`src/rtl/brom_emission_fetch.sv`:
```
// Address generator and read sequencer for the emission BROM: streams (state, score) pairs
// for every HMM state of an accepted observation symbol through a credit-controlled output FIFO.
module brom_emission_fetch #(
  parameter int ADDR_W     = 13,
  parameter int DATA_W     = 14,
  parameter int ST_W       = 6,
  parameter int SYM_W      = 7,
  parameter int ROM_LAT    = 2,
  parameter int FIFO_DEPTH = 4
) (
  input  logic              clk,
  input  logic              rst_n,
  input  logic              obs_valid,
  output logic              obs_ready,
  input  logic [SYM_W-1:0]  obs_sym,
  output logic [ADDR_W-1:0] rom_addr,
  input  logic [DATA_W-1:0] rom_dout,
  output logic              em_valid,
  input  logic              em_ready,
  output logic [ST_W-1:0]   em_state,
  output logic [DATA_W-1:0] em_data,
  output logic              em_last,
  output logic              busy
);

  localparam logic [1:0] S_IDLE  = 2'd0;
  localparam logic [1:0] S_FETCH = 2'd1;
  localparam logic [1:0] S_DRAIN = 2'd2;

  localparam int ENT_W = ST_W + 1 + DATA_W;
  localparam int CNT_W = $clog2(FIFO_DEPTH + 1);
  localparam int PTR_W = (FIFO_DEPTH > 1) ? $clog2(FIFO_DEPTH) : 1;

  logic [1:0]        state_q, state_d;
  logic [SYM_W-1:0]  sym_q, sym_d;
  logic [ST_W-1:0]   cnt_q, cnt_d;
  logic [ADDR_W-1:0] rom_addr_q, rom_addr_d;

  logic [ROM_LAT-1:0] pipe_vld_q, pipe_vld_d;
  logic [ROM_LAT-1:0] pipe_last_q, pipe_last_d;
  logic [ST_W-1:0]    pipe_st_q [ROM_LAT];
  logic [ST_W-1:0]    pipe_st_d [ROM_LAT];

  logic [ENT_W-1:0] fifo_mem_q [FIFO_DEPTH];
  logic [ENT_W-1:0] fifo_mem_d [FIFO_DEPTH];
  logic [PTR_W-1:0] rd_ptr_q, rd_ptr_d;
  logic [PTR_W-1:0] wr_ptr_q, wr_ptr_d;
  logic [CNT_W-1:0] fifo_cnt_q, fifo_cnt_d;

  logic             issue, push, pop;
  logic [ENT_W-1:0] head;
  int               inflight, credit;

  function automatic logic [PTR_W-1:0] ptr_inc(input logic [PTR_W-1:0] p);
    return (p == PTR_W'(FIFO_DEPTH - 1)) ? '0 : p + PTR_W'(1);
  endfunction

  assign obs_ready = (state_q == S_IDLE);
  assign busy      = (state_q != S_IDLE);
  assign rom_addr  = rom_addr_q;
  assign head      = fifo_mem_q[rd_ptr_q];
  assign em_valid  = (fifo_cnt_q != '0);
  assign em_state  = em_valid ? head[ENT_W-1 -: ST_W] : '0;
  assign em_last   = em_valid & head[DATA_W];
  assign em_data   = em_valid ? head[DATA_W-1:0] : '0;

  always_comb begin
    state_d     = state_q;
    sym_d       = sym_q;
    cnt_d       = cnt_q;
    rom_addr_d  = rom_addr_q;
    pipe_vld_d  = pipe_vld_q;
    pipe_last_d = pipe_last_q;
    pipe_st_d   = pipe_st_q;
    fifo_mem_d  = fifo_mem_q;
    rd_ptr_d    = rd_ptr_q;
    wr_ptr_d    = wr_ptr_q;

    // Reads already in flight hold a FIFO slot, so the FIFO can never overflow.
    inflight = 0;
    for (int i = 0; i < ROM_LAT; i++) inflight += int'(pipe_vld_q[i]);
    credit = FIFO_DEPTH - int'(fifo_cnt_q) - inflight;

    issue = (state_q == S_FETCH) && (credit > 0);
    push  = pipe_vld_q[ROM_LAT-1];
    pop   = em_valid && em_ready;

    pipe_vld_d[0]  = issue;
    pipe_st_d[0]   = cnt_q;
    pipe_last_d[0] = (cnt_q == '1);
    for (int i = 1; i < ROM_LAT; i++) begin
      pipe_vld_d[i]  = pipe_vld_q[i-1];
      pipe_st_d[i]   = pipe_st_q[i-1];
      pipe_last_d[i] = pipe_last_q[i-1];
    end

    if (push) begin
      fifo_mem_d[wr_ptr_q] = {pipe_st_q[ROM_LAT-1], pipe_last_q[ROM_LAT-1], rom_dout};
      wr_ptr_d = ptr_inc(wr_ptr_q);
    end
    if (pop) rd_ptr_d = ptr_inc(rd_ptr_q);
    fifo_cnt_d = fifo_cnt_q + CNT_W'(push) - CNT_W'(pop);

    case (state_q)
      S_IDLE: begin
        if (obs_valid) begin
          sym_d   = obs_sym;
          cnt_d   = '0;
          state_d = S_FETCH;
        end
      end
      S_FETCH: begin
        if (issue) begin
          rom_addr_d = {cnt_q, sym_q};
          cnt_d      = cnt_q + ST_W'(1);
          if (cnt_q == '1) state_d = S_DRAIN;
        end
      end
      S_DRAIN: begin
        if (fifo_cnt_d == '0 && pipe_vld_d == '0) state_d = S_IDLE;
      end
      default: state_d = S_IDLE;
    endcase
  end

  always_ff @(posedge clk or negedge rst_n) begin
    if (!rst_n) begin
      state_q     <= S_IDLE;
      sym_q       <= '0;
      cnt_q       <= '0;
      rom_addr_q  <= '0;
      pipe_vld_q  <= '0;
      pipe_last_q <= '0;
      for (int i = 0; i < ROM_LAT; i++) pipe_st_q[i] <= '0;
      for (int i = 0; i < FIFO_DEPTH; i++) fifo_mem_q[i] <= '0;
      rd_ptr_q    <= '0;
      wr_ptr_q    <= '0;
      fifo_cnt_q  <= '0;
    end else begin
      state_q     <= state_d;
      sym_q       <= sym_d;
      cnt_q       <= cnt_d;
      rom_addr_q  <= rom_addr_d;
      pipe_vld_q  <= pipe_vld_d;
      pipe_last_q <= pipe_last_d;
      pipe_st_q   <= pipe_st_d;
      fifo_mem_q  <= fifo_mem_d;
      rd_ptr_q    <= rd_ptr_d;
      wr_ptr_q    <= wr_ptr_d;
      fifo_cnt_q  <= fifo_cnt_d;
    end
  end

endmodule

```
`config.mk`:
```
export PLATFORM = sky130hd
export DESIGN_NAME = brom_emission_fetch
export DESIGN_NICKNAME = d
export VERILOG_FILES = /design/src/rtl/brom_emission_fetch.sv
export SDC_FILE = /design/constraint.sdc
export NUM_CORES = 1
export LEC_CHECK = 0
export ABC_CLOCK_PERIOD_IN_PS = 6100
export BUFFER_PORTS_ARGS = -buffer_cell sky130_fd_sc_hd__buf_2
export CAP_MARGIN = 20
export CORE_MARGIN = 2
export CORE_UTILIZATION = 39
export CTS_CLUSTER_DIAMETER = 150
export DETAILED_ROUTE_END_ITERATION = 7
export GPL_ROUTABILITY_DRIVEN = 0
export GPL_TIMING_DRIVEN = 0
export PLACE_DENSITY = 0.54
export SYNTH_ARGS = -nofsm -noshare
export SYNTH_HDL_FRONTEND = slang
export SYNTH_SLANG_ARGS = --single-unit
```
`constraint.sdc`:
```
create_clock -name clk -period 6.1 [get_ports clk]
set_input_delay 1.525 -clock clk [delete_from_list [all_inputs] [get_ports clk]]
set_output_delay 1.525 -clock clk [all_outputs]
set_load 0.01 [all_outputs]
```
==> results.md <==
* Status: completed
* Hold buffer count at CTS at 0
* Setup Buffers After CTS at 0
* Max cap viols at 0
* CTS resizes at 0
* Crit path cell chain: buf_2, buf_2, mux4_2, and2_1, buf_2
* Max Slew Vio Count at 0
* Total CTS buffers at 17
* Setup Skew at 0.008978 ns
* Synthesized area at 0.005818 sq mm
* PnR Total Power at 4.242 mW
* Reg2Reg Capture Point: cnt_q[4]$_DFFE_PN0P_
* WP buf/inv at 3
* Core area at 0.01453 sq mm
* CP top delay family: buffers and inverters
* Flop-to-flop setup slack at 3.25 ns
* Hold Crit Start: pipe_st_d[4]$_DFF_PN0_
* Vias at 3284
* Vias in the first global route at 3628
* FILL cells at 1331
* Wire length per cell at 16.93 um
* Top Ports at 62
* Worst Setup End Kind: output port
* Yosys warning total at 0
* Chip height at 126.1 um
* DRC errors left at 0
* GRT Overall Usage at 15.83%
* Pwr/cell area at 607.2 mW/mm^2
* Finish-stage setup viols at 0
* Post-route ant nets at 0
* Tightest Pin Transition at 0.7972 ns
* Max clock buf depth at 2
* Type of the worst setup path: reg -> out
* Slowest CP cell: mux4_2
* Wire length of the first global-routing pass at 19260 um
* Largest net degree at the start of global routing at 83
* TritonCTS clock tree: built
* Launching point of the worst reg2reg path: pipe_vld_q[1]$_DFF_PN0_
* Leakage dissipation at 3.196 nW
* RSZ-0062 raised after global routing: no
* Starting Density at 40.03%
* Pre-CTS WS at 2.409 ns
* Sequential-to-total area share from yosys stat at 58.06%
* Layout area overhead at 20.09%
* Initial antenna violation count at 0
* Crit path largest cell delay at 0.57 ns
* Peak supply drop at 0.2547 mV
* Max-slew headroom at 46.86%
* CTS clk-pin slew, worst paths at 0.06 ns
* Synth Area per Inst at 15.35 sq um
* DP Wirelength at 7397 um
* Die area at 0.01591 sq mm
* Layout cells sized above 1 at 47.99%
* Setup TNS at 0 ns
* Iter 0 DRT Violations at 183
* Mapped Nets at 420
* FP Rows at 44
* Synth Instances at 379
* Startpoint types: flip-flop
* Nets at 501
* Final Core Density at 48.07%
* Worst min-delay path endpoint: pipe_st_q[4]$_DFF_PN0_
* R2r worst-path depth at 8
* Final period utilization at 61.11%
* #FFs+latches synth at 135
* Die width at 126.1 um
* Worst path required time at 4.58 ns
* Vias per inst at 4.998
* Drt first pass iters at 6
* # clock sinks at 135
* Tmin final at 3.727 ns
* Total gr overflow at 0
* Root Driver: clkbuf_16
* Hold Fails Final Rpt at 0
* Drt total wl at 11120 um
* Critical Path Fanout Max at 10
* Most used cell, CP: buf_2
* Synth unique cells at 30
* CP arrival at 2.20 ns
* H-tree levels at 4
* Worst skew pair latency at 0.42 ns
* Ant diodes at 0
* Worst setup margin at 2.373 ns
* Hold WC Path Type: reg -> reg
* Port bufs at 61
* Fmax at 268.3 MHz
* Hold Crit Depth at 0
## layout by cell type (no fill, tap or decap), types with 2 or more instances in the layout
master      instances
mux2_2            105
ha_1               14
nand3_1             3
clkinv_4            4
clkinv_2            2
clkbuf_16          17
mux4_2             21
dfrtp_1           135
clkinvlp_4          2
a21o_1              2
clkbuf_8            2
nor2b_1             2
o31ai_1             2
o311ai_0            2
nor2_1              4
nand2_1            14
o21ai_0             5
inv_1              16
buf_2              64
fa_1                2
and2_1             21
clkbuf_1           12
o41ai_1             2
buf_1               2
bufinv_16           2
inv_6               3
## power by group
group | total, mW | internal, mW | switching [mW]
clock network | 1.02 | 0.627 | 0.395
registers | 1.51 | 1.30 | 0.215
logic | 1.71 | 0.933 | 0.773
## logic make-up after synthesis
logic type / synth area share, %
fa+ha+maj: 3.699
compound gates: 2.409
simple gates: 4.946
buf+inv: 2.280
mux: 28.45
xor+xnor: 0.1506
flops: 58.06
## synthesized netlist by cell type
master / n / area [sq um]
dfrtp_1: 135 / 3378
mux4_2: 21 / 473.0
o2111ai_4: 1 / 26.28
nor4_1: 1 / 6.260
buf_2: 4 / 20.02
nor2_1: 4 / 15.01
buf_1: 2 / 7.510
nand3_1: 3 / 15.01
nand4_1: 1 / 6.260
inv_1: 16 / 60.06
nand2b_1: 1 / 6.260
a21o_1: 2 / 15.01
ha_1: 14 / 175.2
o32ai_1: 1 / 8.760
a21boi_1: 1 / 7.510
xnor2_1: 1 / 8.760
o211ai_1: 1 / 7.510
nor2b_4: 1 / 13.76
fa_1: 2 / 40.04
mux2_2: 105 / 1182
o311ai_0: 2 / 17.52
and2_1: 21 / 131.4
o21ai_0: 5 / 25.02
nand2_1: 14 / 52.55
clkbuf_1: 12 / 45.04
or4_1: 1 / 7.510
o31ai_1: 2 / 15.01
nor2b_1: 2 / 12.51
o41ai_1: 2 / 17.52
nand4_4: 1 / 21.27
## stage by stage
step                instances  area [sq um]  hold WS [ns]
detailed placement        625          6387        0.3347
floorplan                 379          5818        0.3312
global placement          624          6354        0.3325
global route              657          6987        0.3597
CTS                       657          6987        0.3499
finish                    657          6987        0.3484
## layer usage
layer | vias to the layer above | global-route usage [%] | part of all wire, %
li1 | 1529 | - | -
met1 | 1680 | 20.59 | 46
met2 | 61 | 24.98 | 48
met3 | 14 | 5.183 | 4.0
met4 | 0 | 5.624 | 1.4
met5 | - | 0 | 0
## sequential cells by signal, summed over array words and instances, names as in the netlist
signal	count
fifo_mem_q	84
rom_addr	13
sym_q	7
cnt_q	6
pipe_st_d	6
pipe_st_q	6
fifo_cnt_q	3
pipe_last_q	2
pipe_vld_q	2
rd_ptr_q	2
state_q	2
wr_ptr_q	2
## worst max path at each step
stage                                  from                       to  slack, ns  depth (start not counted)
CTS                 rd_ptr_q[0]$_DFFE_PN0P_              em_state[3]       2.27                          5
global placement                      rst_n  rom_addr[7]$_DFFE_PN0P_       1.72                          1
finish              rd_ptr_q[0]$_DFFE_PN0P_              em_state[3]       2.37                          5
detailed placement                 em_ready   state_q[1]$_DFFE_PN0P_       2.41                         10
floorplan                          em_ready   state_q[1]$_DFFE_PN0P_       2.92                          9
global route        rd_ptr_q[0]$_DFFE_PN0P_              em_state[2]       2.15                          5
## final cells by class
type,instances,area (sq um),area share (%)
sequential,135,3378,48.35
buffer,18,72.57,1.039
multi-input combinational,210,2307,33.02
tap,184,230.2,3.295
timing repair buffer,62,339.1,4.853
inverter,16,60.06,0.8596
clock buffer,19,452.9,6.483
clock inverter,13,146.4,2.095
(Power assumes the default switching activity.)
